--- config.mk ---
export PLATFORM = sky130hd
export DESIGN_NAME = perceptron_layer_ctrl_flat
export DESIGN_NICKNAME = d
export VERILOG_FILES = /design/src/rtl/perceptron_pkg.sv /design/src/rtl/perceptron_layer_ctrl_if.sv /design/src/rtl/perceptron_layer_ctrl.sv /design/src/flat_wrapper.sv
export SDC_FILE = /design/constraint.sdc
export NUM_CORES = 1
export LEC_CHECK = 0
export ABC_AREA = 1
export ABC_CLOCK_PERIOD_IN_PS = 3100
export CAP_MARGIN = 25
export CORE_MARGIN = 2
export CORE_UTILIZATION = 42
export DETAILED_ROUTE_END_ITERATION = 10
export PLACE_DENSITY = 0.89
export SYNTH_ARGS = -nofsm -noshare
export SYNTH_HDL_FRONTEND = slang
export SYNTH_SLANG_ARGS = --single-unit
--- constraint.sdc ---
create_clock -name clk -period 3.1 [get_ports clk]
set_input_delay 0.31 -clock clk [delete_from_list [all_inputs] [get_ports clk]]
set_output_delay 0.31 -clock clk [all_outputs]
set_load 0.1 [all_outputs]
--- src/rtl/perceptron_pkg.sv ---
// ----------------------------------------------------------------------------
// perceptron_pkg : shared states, defaults and index-width helper
// Rev 1.0
// ----------------------------------------------------------------------------
`default_nettype none

package perceptron_pkg;

    localparam int PX_SIZE_DEF    = 8;
    localparam int INPUT_SIZE_DEF = 5;

    typedef enum logic [2:0] {
        IDLE  = 3'd0,
        READ  = 3'd1,
        LATCH = 3'd2,
        EVAL  = 3'd3,
        OUT   = 3'd4
    } pl_state_e;

    // Neuron index width; a single-neuron layer still needs a 1-bit index.
    function automatic int idx_width(input int n);
        return (n > 1) ? $clog2(n) : 1;
    endfunction

endpackage

`default_nettype wire

--- src/rtl/perceptron_layer_ctrl_if.sv ---
// ----------------------------------------------------------------------------
// perceptron_layer_ctrl_if : input/output streams, weight-memory and perceptron hookup
// Rev 1.0
// ----------------------------------------------------------------------------
`default_nettype none

interface perceptron_layer_ctrl_if #(
    parameter int INPUT_SIZE  = perceptron_pkg::INPUT_SIZE_DEF,
    parameter int PX_SIZE     = perceptron_pkg::PX_SIZE_DEF,
    parameter int NUM_NEURONS = 4
);
    localparam int IDX_W = perceptron_pkg::idx_width(NUM_NEURONS);

    logic                                  in_valid;
    logic                                  in_ready;
    logic [INPUT_SIZE-1:0][PX_SIZE-1:0]    in_vec;

    logic                                  w_rd_en;
    logic [IDX_W-1:0]                      w_addr;
    logic [INPUT_SIZE:0][PX_SIZE-1:0]      w_data;

    logic [INPUT_SIZE-1:0][PX_SIZE-1:0]    pc_img;
    logic [INPUT_SIZE-1:0][PX_SIZE-1:0]    pc_weights;
    logic [PX_SIZE-1:0]                    pc_bias;
    logic [PX_SIZE-1:0]                    pc_result;

    logic                                  out_valid;
    logic                                  out_ready;
    logic [PX_SIZE-1:0]                    out_data;
    logic [IDX_W-1:0]                      out_idx;
    logic                                  out_last;

    logic                                  busy;

    modport ctrl (
        input  in_valid, in_vec, w_data, pc_result, out_ready,
        output in_ready, w_rd_en, w_addr, pc_img, pc_weights, pc_bias,
               out_valid, out_data, out_idx, out_last, busy
    );

    modport env (
        output in_valid, in_vec, w_data, pc_result, out_ready,
        input  in_ready, w_rd_en, w_addr, pc_img, pc_weights, pc_bias,
               out_valid, out_data, out_idx, out_last, busy
    );

endinterface

`default_nettype wire

--- src/rtl/perceptron_layer_ctrl.sv ---
// ----------------------------------------------------------------------------
// perceptron_layer_ctrl : sequences one combinational perceptron over NUM_NEURONS
// Rev 1.0
// ----------------------------------------------------------------------------
`default_nettype none

module perceptron_layer_ctrl
    import perceptron_pkg::*;
#(
    parameter int INPUT_SIZE  = INPUT_SIZE_DEF,
    parameter int PX_SIZE     = PX_SIZE_DEF,
    parameter int NUM_NEURONS = 4
) (
    input  logic                    clk,
    input  logic                    rst_n,
    perceptron_layer_ctrl_if.ctrl   bus
);

    localparam int               IDX_W    = idx_width(NUM_NEURONS);
    localparam logic [IDX_W-1:0] LAST_IDX = IDX_W'(NUM_NEURONS - 1);

    pl_state_e                           state_q,  state_d;
    logic [IDX_W-1:0]                    idx_q,    idx_d;
    logic [INPUT_SIZE-1:0][PX_SIZE-1:0]  img_q,    img_d;
    logic [INPUT_SIZE-1:0][PX_SIZE-1:0]  wts_q,    wts_d;
    logic [PX_SIZE-1:0]                  bias_q,   bias_d;
    logic [PX_SIZE-1:0]                  odata_q,  odata_d;
    logic [IDX_W-1:0]                    oidx_q,   oidx_d;
    logic                                olast_q,  olast_d;
    logic                                ovalid_q, ovalid_d;

    always_ff @(posedge clk) begin
        if (!rst_n) begin
            state_q  <= IDLE;
            idx_q    <= '0;
            img_q    <= '0;
            wts_q    <= '0;
            bias_q   <= '0;
            odata_q  <= '0;
            oidx_q   <= '0;
            olast_q  <= 1'b0;
            ovalid_q <= 1'b0;
        end else begin
            state_q  <= state_d;
            idx_q    <= idx_d;
            img_q    <= img_d;
            wts_q    <= wts_d;
            bias_q   <= bias_d;
            odata_q  <= odata_d;
            oidx_q   <= oidx_d;
            olast_q  <= olast_d;
            ovalid_q <= ovalid_d;
        end
    end

    always_comb begin
        state_d  = state_q;
        idx_d    = idx_q;
        img_d    = img_q;
        wts_d    = wts_q;
        bias_d   = bias_q;
        odata_d  = odata_q;
        oidx_d   = oidx_q;
        olast_d  = olast_q;
        ovalid_d = ovalid_q;

        case (state_q)
            IDLE: begin
                if (bus.in_valid) begin
                    img_d   = bus.in_vec;
                    idx_d   = '0;
                    state_d = READ;
                end
            end
            READ: begin
                state_d = LATCH;
            end
            LATCH: begin
                // Memory word arrives the cycle after the READ strobe.
                wts_d   = bus.w_data[INPUT_SIZE:1];
                bias_d  = bus.w_data[0];
                state_d = EVAL;
            end
            EVAL: begin
                odata_d  = bus.pc_result;
                oidx_d   = idx_q;
                olast_d  = (idx_q == LAST_IDX);
                ovalid_d = 1'b1;
                state_d  = OUT;
            end
            OUT: begin
                if (bus.out_ready) begin
                    ovalid_d = 1'b0;
                    if (olast_q) begin
                        state_d = IDLE;
                    end else begin
                        idx_d   = idx_q + 1'b1;
                        state_d = READ;
                    end
                end
            end
            default: begin
                state_d = IDLE;
            end
        endcase
    end

    assign bus.in_ready   = (state_q == IDLE);
    assign bus.busy       = (state_q != IDLE);
    assign bus.w_rd_en    = (state_q == READ);
    assign bus.w_addr     = idx_q;
    assign bus.pc_img     = img_q;
    assign bus.pc_weights = wts_q;
    assign bus.pc_bias    = bias_q;
    assign bus.out_valid  = ovalid_q;
    assign bus.out_data   = odata_q;
    assign bus.out_idx    = oidx_q;
    assign bus.out_last   = olast_q;

endmodule

`default_nettype wire

--- src/flat_wrapper.sv ---
// flat-port wrapper written by rule: the top's interface ports become plain ports
module perceptron_layer_ctrl_flat import perceptron_pkg::*;
#(
    parameter int INPUT_SIZE  = INPUT_SIZE_DEF,
    parameter int PX_SIZE     = PX_SIZE_DEF,
    parameter int NUM_NEURONS = 4
)
  (clk, rst_n, bus_in_valid, bus_in_vec, bus_w_data, bus_pc_result, bus_out_ready, bus_in_ready, bus_w_rd_en, bus_w_addr, bus_pc_img, bus_pc_weights, bus_pc_bias, bus_out_valid, bus_out_data, bus_out_idx, bus_out_last, bus_busy);
  perceptron_layer_ctrl_if #(.INPUT_SIZE(INPUT_SIZE), .PX_SIZE(PX_SIZE), .NUM_NEURONS(NUM_NEURONS)) bus_i ();
  input  logic clk;
  input  logic rst_n;
  input wire logic [$bits(bus_i.in_valid)-1:0] bus_in_valid;
  input wire logic [$bits(bus_i.in_vec)-1:0] bus_in_vec;
  input wire logic [$bits(bus_i.w_data)-1:0] bus_w_data;
  input wire logic [$bits(bus_i.pc_result)-1:0] bus_pc_result;
  input wire logic [$bits(bus_i.out_ready)-1:0] bus_out_ready;
  output wire logic [$bits(bus_i.in_ready)-1:0] bus_in_ready;
  output wire logic [$bits(bus_i.w_rd_en)-1:0] bus_w_rd_en;
  output wire logic [$bits(bus_i.w_addr)-1:0] bus_w_addr;
  output wire logic [$bits(bus_i.pc_img)-1:0] bus_pc_img;
  output wire logic [$bits(bus_i.pc_weights)-1:0] bus_pc_weights;
  output wire logic [$bits(bus_i.pc_bias)-1:0] bus_pc_bias;
  output wire logic [$bits(bus_i.out_valid)-1:0] bus_out_valid;
  output wire logic [$bits(bus_i.out_data)-1:0] bus_out_data;
  output wire logic [$bits(bus_i.out_idx)-1:0] bus_out_idx;
  output wire logic [$bits(bus_i.out_last)-1:0] bus_out_last;
  output wire logic [$bits(bus_i.busy)-1:0] bus_busy;
  assign bus_i.in_valid = bus_in_valid;
  assign bus_i.in_vec = bus_in_vec;
  assign bus_i.w_data = bus_w_data;
  assign bus_i.pc_result = bus_pc_result;
  assign bus_i.out_ready = bus_out_ready;
  assign bus_in_ready = bus_i.in_ready;
  assign bus_w_rd_en = bus_i.w_rd_en;
  assign bus_w_addr = bus_i.w_addr;
  assign bus_pc_img = bus_i.pc_img;
  assign bus_pc_weights = bus_i.pc_weights;
  assign bus_pc_bias = bus_i.pc_bias;
  assign bus_out_valid = bus_i.out_valid;
  assign bus_out_data = bus_i.out_data;
  assign bus_out_idx = bus_i.out_idx;
  assign bus_out_last = bus_i.out_last;
  assign bus_busy = bus_i.busy;
  perceptron_layer_ctrl #(.INPUT_SIZE(INPUT_SIZE), .PX_SIZE(PX_SIZE), .NUM_NEURONS(NUM_NEURONS)) u_core (.clk(clk), .rst_n(rst_n), .bus(bus_i));
endmodule
==> results of run 1 <==
-- stage by stage --
stage / utilization [%] / total power [W]
detailed placement: 63.9 / 0.00362
CTS: 65.9 / 0.00440
global route: 65.9 / 0.00456
global placement: 63.9 / 0.00359
floorplan: - / 0.00316
finish: 65.9 / 0.00438
-- area by class of cell --
cell class	count	area (um^2)	area share, %
inverters	13	48.8	0.814
well taps	111	139	2.32
flip-flops and latches	105	2100	35.0
clock inverters	7	53.8	0.897
repair buffers	209	2060	34.3
clock buffers	9	124	2.07
multi-input cells	327	1470	24.5
-- cell families (layout without fill, tap and decap cells) --
kind of cell             count (synthesis)  after routing  share of synthesized area [%]
flip-flops                             105            105                           54.3
adder cells (fa/ha/maj)                  1              1                          0.323
buffers and inverters                   50            238                           7.72
AND/OR/NAND/NOR                        220            220                           23.9
AO/OA/AOI/OAI                          106            106                           13.8
-- cells in the mapped netlist --
library cell	n
a21oi_1	44
buf_2	10
buf_4	2
buf_6	12
clkbuf_1	12
clkbuf_2	1
clkinv_1	1
dfxtp_1	105
ha_1	1
inv_1	10
inv_2	2
nand2_1	48
nand2_2	1
nand2_4	1
nand3_1	44
nor2_1	122
nor2_2	1
nor2_4	2
nor2_8	1
o21a_1	1
o21ai_0	53
o21ai_1	7
o22ai_1	1
-- per-layer routing --
metal	track usage [%]	share of wire, %
met2	37.1	50
met3	4.25	6.0
met4	9.80	3.5
met1	26.1	40
met5	0	0
-- power breakdown --
part / internal, W / switching [W]
registers: 0.00150 / 0.0000884
logic: 0.000487 / 0.00151
clock network: 0.000302 / 0.000487
-- sequential cells by signal, summed over array words and instances (netlist names) --
name                   flops
u_core.bus.out_data        8
u_core.bus.pc_weights     40
u_core.bus.pc_img         40
u_core.state_q             3
u_core.bus.out_idx         2
u_core.bus.pc_bias         8
u_core.bus.out_last        1
u_core.bus.out_valid       1
u_core.bus.w_addr          2
-- final timing paths --
check                                      startpoint                     to  cells after the start
worst max register to register      u_core.state_q[0]  u_core.bus.pc_img[23]                      6
worst min-delay path                            rst_n      u_core.state_q[1]                      2
worst min register to register  u_core.bus.pc_img[13]  u_core.bus.pc_img[13]                      2
worst max-delay path             u_core.bus.w_addr[1]          bus_w_addr[1]                      1
==> results.md, run 1 <==
- Status: finished, final reports clean
- Drt first pass iters: 4
- Routed wire length: 11100 um
- Share of the synthesized area in the top cell type: 54.3%
- Via count: 3918
- Worst-path maximum fanout: 3
- Worst-path clk slew: 0.10 ns
- Die area: 10000 um^2
- Max-Cap Viols: 0
- Setup WS pre-CTS: 1.23 ns
- Hold_buf cts: 0
- CP max stage cell: clkdlybuf4s50_1
- Setup Crit Path Kind: reg2out
- Final GP Congestion: 0.756
- Ports: 205
- Min Hold Slack: 0.296 ns
- Die W: 100 um
- Post-CTS sizing: 0
- Post-route ant nets: 0
- Post-DP HPWL: 7960 um
- Final net count: 766
- Vias in the first global route: 3738
- First-pass GRT wire length: 17600 um
- Post-Synthesis Net Count: 583
- Crit path capture type: output pin
- Fill count: 744
- Row count: 35
- Number of DRC markers in iteration 0: 217
- Max-Slew Margin vs Limit: 31.9%
- Final worst slack: 0.897 ns
- Clock skew: 0.0201 ns
- Hold Crit Class: in2reg
- Total track usage: 21.6%
- Clock Path Buffers: 2
- DP Cell Count: 765
- Area after DPL: 5820 um^2
- # diodes: 0
- # setup viols final: 0
- Seq cells post-synth: 105
- Sequential fraction of the synthesis area: 54.3%
- Clock Latency Late Sink: 0.36 ns
- FMAX: 454 MHz
- Mapped Area: 3870 um^2
- Synthesis-to-layout area growth: 54.9%
- Die Ht: 100 um
- Synth unique cells: 23
- CTS tree: done
- Core footprint: 9110 um^2
- Final period util: 71.1%
- CTS sink count: 105
- Power Density: 730 nW/um^2
- Grt ovf: 0
- Initial antenna violation count: 0
- Startpoint types: flop
- Synth warn: 0
- RSZ-0062 raised after global routing: false
- Largest net degree at the start of global routing: 53
- Fin. max-slew vios: 0
- Layout cells sized above 1: 5.37%
- Non-Filler Instances: 781
- Routed vias/inst: 5.02
- Post-CTS Setup Bufs: 0
- Most area-hungry cell type in the Yosys netlist: dfxtp_1
- Tmin final: 2.20 ns
- DR WL/cell: 14.2 um
- CP arrival: 1.89 ns
- CP required: 2.79 ns
- Most frequent cells in the layout: clkdlybuf4s50_1, nor2_1, dfxtp_1
- Gate Count Post-Synth: 482
- DRC violations left: 0
- H-Tree Depth: 3
- Leak: 2.26 nW
- Commonest non-fill, non-tap cell in the layout: clkdlybuf4s50_1
- Top cells by area, synth: dfxtp_1, nor2_1, o21ai_0, a21oi_1, nand3_1
- Final Hold Vio Count: 0
- R2R setup slack: 1.21 ns
- Critical Path, Cell by Cell: clkdlybuf4s50_1
- Worst Path Buf+Inv: 1
- CTS buffer count: 9
- Crit path largest cell delay: 1.16 ns
- Slew @ Worst Pin: 1.02 ns
- Worst VDD drop: 377 uV
- Delay-heaviest family, CP: buffers and inverters
- PortBufs: 204
- Design area: 6000 um^2
- TNS Setup: 0 ns
- Clock tree root buffer cell: clkbuf_8
- Initial Utilization: 42.5%
- Mean Syn Cell Area: 8.03 um^2
No activity file was read; power rests on OpenSTA's default activity.
==> run 2, diff against run 1 <==
ABC_CLOCK_PERIOD_IN_PS = 2200   (was 3100)
CORE_UTILIZATION = 39   (was 42)
PLACE_DENSITY = 0.84   (was 0.89)
clock period = 2.2 ns   (was 3.1 ns; I/O delays follow)
==> run 2 against run 1 <==
Die area up 7.4%. Sequential power is 42% higher. Critical path depth up 4. Count of clock-buffer cells in the layout grew 2.
==> results.md, run 2 (synthesis gave the netlist of run 1 again) <==
- Status: finished, final reports clean (unchanged)
- Power Density: 1050 nW/um^2 (was 730 nW/um^2)
- Worst-path clk slew: 0.09 ns (was 0.10 ns)
- Overall power: 0.00612 W (was 0.00438 W)
- Die Ht: 104 um (was 100 um)
- Worst VDD drop: 517 uV (was 377 uV)
- Core footprint: 9680 um^2 (was 9110 um^2)
- Post-DP HPWL: 8020 um (was 7960 um)
- Worst-path maximum fanout: 29 (was 3)
- R2R Path End: u_core.bus.pc_img[20] (was u_core.bus.pc_img[23])
- Fin. max-slew vios: 0 (unchanged)
- CP required: 1.98 ns (was 2.79 ns)
- Leak: 2.46 nW (was 2.26 nW)
- Final net count: 767 (was 766)
- Row count: 36 (was 35)
- Setup Crit Path Kind: reg2out (unchanged)
- Non-Filler Instances: 804 (was 781)
- Post-route ant nets: 0 (unchanged)
- CTS buffer count: 9 (unchanged)
- R2r startpoint: u_core.state_q[0] (unchanged)
- R2R setup slack: 0.45 ns (was 1.21 ns)
- Post-CTS Setup Bufs: 0 (unchanged)
- Die W: 104 um (was 100 um)
- CP startpoint: u_core.state_q[0] (was u_core.bus.w_addr[1])
- Grt ovf: 0 (unchanged)
- Max-Cap Viols: 0 (unchanged)
- Clock Latency Late Sink: 0.36 ns (about the same)
- Die area: 10700 um^2 (was 10000 um^2)
- Slew @ Worst Pin: 0.825 ns (was 1.02 ns)
- Delay-heaviest family, CP: simple AND/OR/NAND/NOR gates (was buffers and inverters)
- Final Core Density: 60.0% (was 65.9%)
- Number of DRC markers in iteration 0: 153 (was 217)
- CP arrival: 1.71 ns (was 1.89 ns)
- Routed vias/inst: 4.76 (was 5.02)
- Final GP Congestion: 0.778 (was 0.756)
- Crit path largest cell delay: 0.39 ns (was 1.16 ns)
- Via count: 3826 (was 3918)
- TNS Setup: 0 ns (unchanged)
- Reg2reg path depth: 6 (unchanged)
- Layout cells sized above 1: 20.3% (was 5.37%)
- DP Cell Count: 788 (was 765)
- Crit path capture type: output pin (unchanged)
- H-Tree Depth: 3 (unchanged)
- Commonest non-fill, non-tap cell in the layout: nor2_1 (was clkdlybuf4s50_1)
- Worst Path Buf+Inv: 3 (was 1)
- Initial antenna violation count: 0 (unchanged)
- Fill count: 895 (was 744)
- CP max stage cell: dfxtp_1 (was clkdlybuf4s50_1)
- Critical path destination: bus_busy (was bus_w_addr[1])
- Critical Path, Cell by Cell: nor2_4, inv_2, nor2_8, inv_1, buf_4 (was clkdlybuf4s50_1)
- # diodes: 0 (unchanged)
- Total track usage: 20.1% (was 21.6%)
- Routed wire length: 11100 um (about the same)
- FMAX: 519 MHz
- Max-Slew Margin vs Limit: 44.9% (was 31.9%)
- Synthesis-to-layout area growth: 50.1% (was 54.9%)
- Final period util: 87.6%
- Largest net degree at the start of global routing: 50 (was 53)
- Clock tree root buffer cell: clkbuf_8 (unchanged)
- Initial Utilization: 40.0% (was 42.5%)
- CTS tree: done (unchanged)
- PortBufs: 204 (unchanged)
- Tmin final: 1.93 ns
- Most frequent cells in the layout: nor2_1, buf_4, dfxtp_1 (was clkdlybuf4s50_1, nor2_1, dfxtp_1)
- DRC violations left: 0 (unchanged)
- # setup viols final: 0 (unchanged)
- Startpoint types: flop (unchanged)
- CTS sink count: 105 (unchanged)
- Final worst slack: 0.274 ns (was 0.897 ns)
- Post-CTS sizing: 0 (unchanged)
- Clock Path Buffers: 2 (unchanged)
- Final Hold Vio Count: 0 (unchanged)
- Ports: 205 (unchanged)
- WP depth: 5 (was 1)
- First-pass GRT wire length: 17900 um (was 17600 um)
- Hold_buf cts: 0 (unchanged)
- Setup WS pre-CTS: 0.455 ns (was 1.23 ns)
- DR WL/cell: 13.8 um (was 14.2 um)
- RSZ-0062 raised after global routing: false (unchanged)
- Drt first pass iters: 4 (unchanged)
- Hold Crit Class: in2reg (unchanged)
- Clock skew: 0.00500 ns (was 0.0201 ns)
- Vias in the first global route: 3719 (was 3738)
run 2: cell types whose count changed in the layout (fill, tap and decap cells not counted):
cell and change:
clkinv_2 +1, clkdlybuf4s50_1 -99, clkbuf_8 +2, buf_4 +98, inv_8 -1, buf_12 +2
inv_6 -2
run 2: metrics by stage:
step,hold slack (ns),area [um^2]
global placement,0.450,5630
finish,0.298,5810
CTS,0.283,5810
floorplan,0.355,3870
detailed placement,0.453,5630
global route,0.298,5810
run 2: layout make-up:
class / count / area, um^2 / area share (%)
clock buffers: 11 / 151 / 2.60
clock inverters: 5 / 30.0 / 0.516
repair buffers: 210 / 1840 / 31.7
flip-flops and latches: 105 / 2100 / 36.2
multi-input cells: 327 / 1470 / 25.3
inverters: 13 / 48.8 / 0.839
well taps: 133 / 166 / 2.86
run 2: where the power goes:
| part | total, W | switching (W) | internal [W] |
|---|---|---|---|
| Combinational | 0.00278 | 0.00214 | 0.000645 |
| Clock | 0.00110 | 0.000628 | 0.000468 |
| Sequential | 0.00225 | 0.000130 | 0.00212 |
run 2: layer usage:
| layer | track usage, % | share of wire [%] | up-vias |
|---|---|---|---|
| li1 | - | - | 1932 |
| met1 | 23.1 | 41 | 1720 |
| met2 | 35.1 | 50 | 144 |
| met3 | 4.15 | 5.6 | 30 |
| met4 | 11.0 | 3.4 | 0 |
| met5 | 0 | 0 | - |
run 2: worst min-delay path by stage:
| stage | cells past startpoint | slack, ns | start | to |
|---|---|---|---|---|
| floorplan | 2 | 0.35 | bus_pc_result[7] | u_core.bus.out_data[7] |
| global route | 3 | 0.30 | rst_n | u_core.bus.pc_weights[7] |
| detailed placement | 2 | 0.45 | u_core.bus.pc_img[13] | u_core.bus.pc_img[13] |
| finish | 3 | 0.30 | rst_n | u_core.bus.pc_weights[7] |
| global placement | 2 | 0.45 | u_core.bus.pc_img[30] | u_core.bus.pc_img[30] |
| CTS | 3 | 0.28 | rst_n | u_core.bus.pc_weights[7] |
run 2: tightest hold or removal path, stage by stage:
cell	delay, ns
buf_2	0.22
o21ai_0	0.12
nor2_1	0.04
